`src/rtl/mem_ops_pkg.sv`:
```
// Shared encodings for the core-to-bus memory bridge: op codes, FSM states,
// and the decoded access descriptor used by the bridge and its lane steering.
package mem_ops_pkg;

  localparam logic [2:0] RD_NONE = 3'd0;
  localparam logic [2:0] RD_LW   = 3'd1;
  localparam logic [2:0] RD_LH   = 3'd2;
  localparam logic [2:0] RD_LHU  = 3'd3;
  localparam logic [2:0] RD_LB   = 3'd4;
  localparam logic [2:0] RD_LBU  = 3'd5;

  localparam logic [1:0] WR_NONE = 2'd0;
  localparam logic [1:0] WR_SW   = 2'd1;
  localparam logic [1:0] WR_SH   = 2'd2;
  localparam logic [1:0] WR_SB   = 2'd3;

  typedef enum logic [1:0] {ST_IDLE, ST_BUS, ST_DONE} state_e;
  typedef enum logic [1:0] {K_NONE, K_LOAD, K_STORE} kind_e;
  typedef enum logic [1:0] {SZ_BYTE, SZ_HALF, SZ_WORD} size_e;

  typedef struct packed {
    kind_e kind;
    size_e size;
    logic  sext;
  } mem_op_t;

  // Stores win over loads; reserved read codes 6/7 fall through to word loads.
  function automatic mem_op_t decode_op(input logic [2:0] rd_op, input logic [1:0] wr_op);
    mem_op_t op;
    op.kind = K_NONE;
    op.size = SZ_WORD;
    op.sext = 1'b0;
    if (wr_op != WR_NONE) begin
      op.kind = K_STORE;
      case (wr_op)
        WR_SH:   op.size = SZ_HALF;
        WR_SB:   op.size = SZ_BYTE;
        default: op.size = SZ_WORD;
      endcase
    end else if (rd_op != RD_NONE) begin
      op.kind = K_LOAD;
      case (rd_op)
        RD_LH:   begin op.size = SZ_HALF; op.sext = 1'b1; end
        RD_LHU:  op.size = SZ_HALF;
        RD_LB:   begin op.size = SZ_BYTE; op.sext = 1'b1; end
        RD_LBU:  op.size = SZ_BYTE;
        default: op.size = SZ_WORD;
      endcase
    end
    return op;
  endfunction

  function automatic logic misaligned(input mem_op_t op, input logic [1:0] addr_lo);
    return (op.kind != K_NONE) &&
           (((op.size == SZ_WORD) && (addr_lo != 2'b00)) ||
            ((op.size == SZ_HALF) && addr_lo[0]));
  endfunction

endpackage

```
`src/rtl/mem_bridge_if.sv`:
```
// Word-wide request/acknowledge system bus between the bridge and a slave.
interface mem_bridge_if;
  logic        req;
  logic        we;
  logic [3:0]  be;
  logic [31:0] addr;
  logic [31:0] wdata;
  logic [31:0] rdata;
  logic        ack;

  modport master (output req, we, be, addr, wdata, input rdata, ack);
  modport slave  (input req, we, be, addr, wdata, output rdata, ack);
endinterface

```
`src/rtl/mem_align.sv`:
```
// Combinational lane steering: byte enables, store-data replication and
// load-data lane selection with sign/zero extension.
module mem_align
  import mem_ops_pkg::*;
(
  input  mem_op_t     op,
  input  logic [1:0]  addr_lo,
  input  logic [31:0] wdata,
  input  logic [31:0] bus_rdata,
  output logic [3:0]  be,
  output logic [31:0] wdata_rep,
  output logic [31:0] load_data
);

  logic [7:0]  lane_b;
  logic [15:0] lane_h;

  assign lane_b = bus_rdata[{addr_lo, 3'b000} +: 8];
  assign lane_h = bus_rdata[{addr_lo[1], 4'b0000} +: 16];

  always_comb begin
    // NOTE: every output gets a default first so no path leaves a latch behind.
    be        = 4'b1111;
    wdata_rep = wdata;
    load_data = bus_rdata;
    if (op.kind == K_STORE) begin
      case (op.size)
        SZ_BYTE: begin
          be        = 4'b0001 << addr_lo;
          wdata_rep = {4{wdata[7:0]}};
        end
        SZ_HALF: begin
          be        = addr_lo[1] ? 4'b1100 : 4'b0011;
          wdata_rep = {2{wdata[15:0]}};
        end
        default: ;
      endcase
    end
    case (op.size)
      SZ_BYTE: load_data = {{24{op.sext & lane_b[7]}}, lane_b};
      SZ_HALF: load_data = {{16{op.sext & lane_h[15]}}, lane_h};
      default: load_data = bus_rdata;
    endcase
  end

endmodule

```
`src/rtl/mem_bridge.sv`:
```
// Bridges the core's single-strobe memory port onto one req/ack bus
// transaction, with misalignment detection and a bus-wait watchdog.
module mem_bridge
  import mem_ops_pkg::*;
#(
  parameter int unsigned TIMEOUT = 255
) (
  input  logic        clk,
  input  logic        reset,
  input  logic        mem_init,
  input  logic [2:0]  mem_read_op,
  input  logic [1:0]  mem_write_op,
  input  logic [31:0] addr,
  input  logic [31:0] wdata,
  output logic [31:0] rdata,
  output logic        mem_ready,
  output logic        mem_err,
  mem_bridge_if.master bus
);

  localparam int CW = (TIMEOUT == 0) ? 1 : $clog2(TIMEOUT + 1);
  localparam logic [CW-1:0] TO_LAST = CW'((TIMEOUT == 0) ? 0 : TIMEOUT - 1);

  state_e        state, nxt_state;
  mem_op_t       cur_op, op_q, sel_op;
  logic [1:0]    addr_lo_q, sel_lo;
  logic          err_q, cur_misaligned, to_hit;
  logic [CW-1:0] cnt;
  logic [3:0]    al_be;
  logic [31:0]   al_wdata, al_load;

  assign cur_op         = decode_op(mem_read_op, mem_write_op);
  assign cur_misaligned = misaligned(cur_op, addr[1:0]);
  // Steering sees the live request while deciding, the latched one afterwards.
  assign sel_op = (state == ST_IDLE) ? cur_op : op_q;
  assign sel_lo = (state == ST_IDLE) ? addr[1:0] : addr_lo_q;
  assign to_hit = (TIMEOUT != 0) && (cnt == TO_LAST);

  mem_align u_align (
    .op        (sel_op),
    .addr_lo   (sel_lo),
    .wdata     (wdata),
    .bus_rdata (bus.rdata),
    .be        (al_be),
    .wdata_rep (al_wdata),
    .load_data (al_load)
  );

  // NOTE: reset is synchronous, so it lives inside the clocked block as an ordinary branch.
  always_ff @(posedge clk) begin
    if (reset) state <= ST_IDLE;
    else       state <= nxt_state;
  end

  always_comb begin
    nxt_state = state;
    case (state)
      ST_IDLE: if (mem_init)
                 nxt_state = (cur_op.kind == K_NONE || cur_misaligned) ? ST_DONE : ST_BUS;
      ST_BUS:  if (bus.ack || to_hit) nxt_state = ST_DONE;
      default: nxt_state = ST_IDLE;
    endcase
  end

  always_comb begin
    bus.req   = (state == ST_BUS);
    mem_ready = (state == ST_DONE);
    mem_err   = (state == ST_DONE) && err_q;
  end

  // NOTE: state-holding assignments are non-blocking so every register samples pre-edge values.
  always_ff @(posedge clk) begin
    if (reset) begin
      rdata     <= '0;
      bus.we    <= 1'b0;
      bus.be    <= '0;
      bus.addr  <= '0;
      bus.wdata <= '0;
      op_q      <= '0;
      addr_lo_q <= '0;
      err_q     <= 1'b0;
      cnt       <= '0;
    end else begin
      case (state)
        ST_IDLE: if (mem_init) begin
          op_q      <= cur_op;
          addr_lo_q <= addr[1:0];
          err_q     <= cur_misaligned;
          cnt       <= '0;
          if (cur_misaligned) rdata <= '0;
          if (nxt_state == ST_BUS) begin
            bus.we    <= (cur_op.kind == K_STORE);
            bus.be    <= al_be;
            bus.addr  <= {addr[31:2], 2'b00};
            bus.wdata <= al_wdata;
          end
        end
        ST_BUS: begin
          if (bus.ack) begin
            if (op_q.kind == K_LOAD) rdata <= al_load;
          end else if (to_hit) begin
            rdata <= '0;
            err_q <= 1'b1;
          end else if (TIMEOUT != 0) begin
            cnt <= cnt + 1'b1;
          end
        end
        default: ;
      endcase
    end
  end

endmodule

```
`src/flat_wrapper.sv`:
```
// flat-port wrapper written by rule: the top's interface ports become plain ports
module mem_bridge_flat import mem_ops_pkg::*;
#(
  parameter int unsigned TIMEOUT = 255
)
  (clk, reset, mem_init, mem_read_op, mem_write_op, addr, wdata, rdata, mem_ready, mem_err, bus_req, bus_we, bus_be, bus_addr, bus_wdata, bus_rdata, bus_ack);
  mem_bridge_if bus_i ();
  input  logic clk;
  input  logic reset;
  input  logic mem_init;
  input  logic [2:0] mem_read_op;
  input  logic [1:0] mem_write_op;
  input  logic [31:0] addr;
  input  logic [31:0] wdata;
  output logic [31:0] rdata;
  output logic mem_ready;
  output logic mem_err;
  output wire logic [$bits(bus_i.req)-1:0] bus_req;
  output wire logic [$bits(bus_i.we)-1:0] bus_we;
  output wire logic [$bits(bus_i.be)-1:0] bus_be;
  output wire logic [$bits(bus_i.addr)-1:0] bus_addr;
  output wire logic [$bits(bus_i.wdata)-1:0] bus_wdata;
  input wire logic [$bits(bus_i.rdata)-1:0] bus_rdata;
  input wire logic [$bits(bus_i.ack)-1:0] bus_ack;
  assign bus_req = bus_i.req;
  assign bus_we = bus_i.we;
  assign bus_be = bus_i.be;
  assign bus_addr = bus_i.addr;
  assign bus_wdata = bus_i.wdata;
  assign bus_i.rdata = bus_rdata;
  assign bus_i.ack = bus_ack;
  mem_bridge #(.TIMEOUT(TIMEOUT)) u_core (.clk(clk), .reset(reset), .mem_init(mem_init), .mem_read_op(mem_read_op), .mem_write_op(mem_write_op), .addr(addr), .wdata(wdata), .rdata(rdata), .mem_ready(mem_ready), .mem_err(mem_err), .bus(bus_i));
endmodule
```
`config.mk`:
```
export PLATFORM = sky130hd
export DESIGN_NAME = mem_bridge_flat
export DESIGN_NICKNAME = d
export VERILOG_FILES = /design/src/rtl/mem_ops_pkg.sv /design/src/rtl/mem_bridge_if.sv /design/src/rtl/mem_align.sv /design/src/rtl/mem_bridge.sv /design/src/flat_wrapper.sv
export SDC_FILE = /design/constraint.sdc
export NUM_CORES = 1
export LEC_CHECK = 0
export CORE_UTILIZATION = 28
export CTS_CLUSTER_SIZE = 8
export DETAILED_ROUTE_END_ITERATION = 16
export GPL_ROUTABILITY_DRIVEN = 0
export MAX_ROUTING_LAYER = met4
export PLACE_DENSITY = 0.51
export REMOVE_ABC_BUFFERS = 1
export SLEW_MARGIN = 10
export SYNTH_ARGS = -nofsm -noshare
export SYNTH_HDL_FRONTEND = slang
export SYNTH_HIERARCHICAL = 1
export SYNTH_SLANG_ARGS = --single-unit
```
`constraint.sdc`:
```
create_clock -name clk -period 3.3 [get_ports clk]
set_input_delay 0.66 -clock clk [delete_from_list [all_inputs] [get_ports clk]]
set_output_delay 0.66 -clock clk [all_outputs]
set_load 0.02 [all_outputs]
```
==> results by group <==
Setup path
  – Worst EP required: approximately 3.6 ns
  – WP buf/inv: 2
  – Crit path capture type: flip-flop
  – Startpoint types: flip-flop
  – Crit path max fanout: 12
  – Worst Setup SP: u_core/state[0]$_SDFF_PP0_
  – Slowest stage delay, CP: 0.73 ns
  – Reg2Reg Depth: 8
  – R2R Path Start: u_core/state[0]$_SDFF_PP0_
  – Setup Crit Path Kind: reg -> reg
  – Critical-path top delay cell: nor3_1
  – Critical Path End: u_core/rdata[5]$_SDFFE_PP0P_
  – Crit. path cell count: 8
  – R2r setup slk: 0.44 ns
  – Worst-path cell chain: or2_2 > mux2_2 > buf_4 > inv_1 > nor3_1 > a221o_1 > a22oi_1 > o21ai_0
  – FF-to-FF End: u_core/rdata[5]$_SDFFE_PP0P_
  – Crit-path leading delay family: simple AND/OR/NAND/NOR gates
  – WP data arrival: 3.19 ns

Routing
  – Met2 WL: 9090 um
  – Top sig layer: met4
  – DR WL met3: 1930 um
  – Met1 wire length: 9290 um
  – Drt initial violations: 287
  – Routed Antenna Nets: 0
  – Vias: 6047
  – Initial DRT Pass Iterations: 4
  – Routed wire per std cell: 15.9 um
  – WL final: 20500 um
  – DRC: 0
  – Vias per cell: 4.70

Final layout
  – Layout cell share with drive strength beyond 1: 0.0931
  – Synth-to-Final Area Change: 44.3%
  – # nets final: about 1100
  – Final std cells w/o fill: 1287
  – End-of-flow core utilization: 0.412
  – # fillers: 2389

Pwr
  – VDD IR-drop max: 0.311 mV
  – Leakage: 3.44 nW
  – PwrDens: ~470 nW/um^2

Logic synthesis
  – Yosys top cell by area: dfxtp_1
  – Avg Inst Size Synth: 8.63 um^2
  – Post-synthesis compound-gate area fraction: 0.163
  – Main combinational cell family by area after synthesis: simple AND/OR/NAND/NOR gates
  – Asr flop ratio synth: 0
  – Synth warn: 6
  – Top-count cell post-synth: nand2b_1
  – Multiplexer share of the synthesized area: 0.167
  – Mapped cell area: 6710 um^2
  – Most frequent cells after synthesis: nand2b_1 (136), dfxtp_1 (117), mux2i_1 (87), nand2_1 (55), a21oi_1 (52)
  – Most used DFF post-synth: dfxtp_1
  – Unique masters post-synth: 55
  – Fraction of the mapped netlist area in adder cells: 0.00373
  – Sequential element share of the synthesized area: 0.349
  – Post-synthesis instance total: 777
  – Synth Area in XOR/XNOR: 0.00131
  – Share of the synthesized area in the top cell type: 0.349
  – Number of synthesized register bits: between 100 and 150
  – Synth area leaders: dfxtp_1 (35%), mux2i_1 (13%), nand2b_1 (13%), a21oi_1 (3.9%), nor2b_1 (3.7%)
  – Number of flops mapped to enable cells by yosys: 0
  – Simple-Gate Fraction of Synth Area: 0.249

Global routing
  – Largest net degree at the start of global routing: 87
  – Vias in the first global route: between 5000 and 6000
  – Total gr overflow: 0
  – GRT Util Overall: 0.173
  – Initial antenna violation count: 1
  – Global-route wire length before repair: 31700 um

Worst hold path
  – Hold path startpoint: u_core/op_q[1]$_SDFFE_PP0P_
  – Hold WC Path Type: reg -> reg

Timing
  – RSZ-0062 raised after global routing: false
  – WHS: between 0.4 and 0.5 ns
  – Count of final setup violators: 0
  – Actual slew at the worst max-slew pin: 0.843 ns
  – Final period utilization: 0.866
  – Minimum clock period: between 2 and 3 ns
  – Fin. max-slew vios: 0
  – TNS Setup: 0 ns
  – Clock Skews: 0.0184 ns
  – Rel. slew slack: 0.434
  – Fmax: between 0.3 and 0.4 GHz
  – Final hold violations: 0

Clock tree
  – TritonCTS clock tree: done
  – Num CTS Buffers: 17
  – # hold bufs at CTS: 0
  – Maximum clock path buffer count: 2
  – Clock root buffer: clkbuf_16
  – CTS sink count: 117
  – Clk slew on worst S/H paths: about 0.060 ns
  – Clk Latency, worst-skew pair: 0.42 ns
  – Post-CTS sizing: 0
  – H-tree depth reported by CTS: 4
  – Post-CTS setup buffer count: 0

Floorplan
  – I/O pin total: 209
  – Initial Utilization: 0.286
  – Die ar.: 24600 um^2
  – Die height: 157 um
  – Chip Width: 157 um
  – Core outline area: roughly 23000 um^2
  – Cell Rows: between 50 and 60

Place
  – # port buffers: 206
  – Placed Cells: approximately 1300
  – HPWL after detailed placement: 14200 um

Flow run
  – Total of max-cap violations: 0

Outcome
  – Status: finished, final reports clean
## sequential cells by signal, summed over array words and instances, names as in the netlist, 2 cells and up
name and count:
u_core/addr_lo_q 2, u_core/bus.addr 30, u_core/bus.be 4, u_core/bus.wdata 32, u_core/cnt 8, u_core/op_q 5, u_core/rdata 32, u_core/state 2
## power breakdown
part,switching (mW),internal [mW],total (mW),leakage (nW)
Sequential,0.0428,1.49,1.54,0.952
Clock,0.708,1.28,1.99,0.291
Combinational,0.546,0.526,1.07,2.20
Total,1.30,3.30,4.59,3.44
## worst register-to-register path: stages, from the launching register on
cell,delay (ns)
dfxtp_1,0.38
or2_2,0.46
mux2_2,0.34
buf_4,0.22
inv_1,0.19
nor3_1,0.73
a221o_1,0.29
a22oi_1,0.08
o21ai_0,0.08
## area by class of cell
type,instances,area [um^2],area share
clock buffers,19,443,0.0458
repair buffers,230,2290,0.237
clock inverters,13,181,0.0187
flip-flops and latches,117,2340,0.242
inverters,8,30.0,0.00310
multi-input cells,580,3990,0.412
diodes,1,2.50,0.000259
well taps,319,399,0.0412
## worst min path at each step
stage,endpoint,slack (ns),depth (start not counted)
2_1_floorplan,u_core/addr_lo_q[0]$_SDFFE_PP0P_,0.43,2
3_3_place_gp,u_core/addr_lo_q[0]$_SDFFE_PP0P_,0.44,2
3_5_place_dp,u_core/addr_lo_q[0]$_SDFFE_PP0P_,0.45,2
4_1_cts,u_core/addr_lo_q[0]$_SDFFE_PP0P_,0.46,2
5_1_grt,u_core/bus.addr[26]$_SDFFE_PP0P_,0.48,2
6_report,u_core/op_q[1]$_SDFFE_PP0P_,0.46,2
## kinds of logic (layout without fill, tap and decap cells)
logic type / Yosys count / after routing
and+or+nand+nor: 297 / 297
buffers and inverters: 81 / 270
AOI/OAI and AO/OA: 170 / 170
adders and majority gates: 2 / 2
muxes: 108 / 108
DFF: 117 / 117
xor gates and xnor gates: 1 / 1
other: 1 / 3
## per-stage QoR
step	setup slack, ns	instance area (um^2)	total power [mW]
floorplan	-1.50	6300	2.15
global placement	0.121	9050	2.65
detailed placement	0.116	9050	2.65
CTS	0.447	9680	4.66
global route	0.194	9680	4.80
finish	0.443	9680	4.59
## metal layers
metal  track usage  vias to the layer above
li1              -                     3050
met2         0.257                      240
met1         0.216                     2745
met5             -                        -
met3        0.0659                       12
met4        0.0500                        0
## cell usage in the layout (no fill, tap or decap), drive strengths merged, types with 2 or more instances in the layout
master and instances:
clkbuf 19, a21o 2, nand2 55, a21boi 2, a21oi 54, nand2b 136, a211oi 2, nand3 7
clkinvlp 5, nor4b 2, a221o 14, nor2 29, o21ai 42, a2111oi 2, ha 2, buf 25
a22oi 33, dfxtp 117, or2 2, conb 2, or3 8, nor3 3, o31ai 3, a31oi 3
nor4 3, inv 8, or3b 2, mux2 20, clkinv 4, a22o 8, mux2i 87, clkdlybuf4s50 205
and3 3, nor2b 40, bufinv 4, nor3b 2
Power figures use the tool's default switching activity.
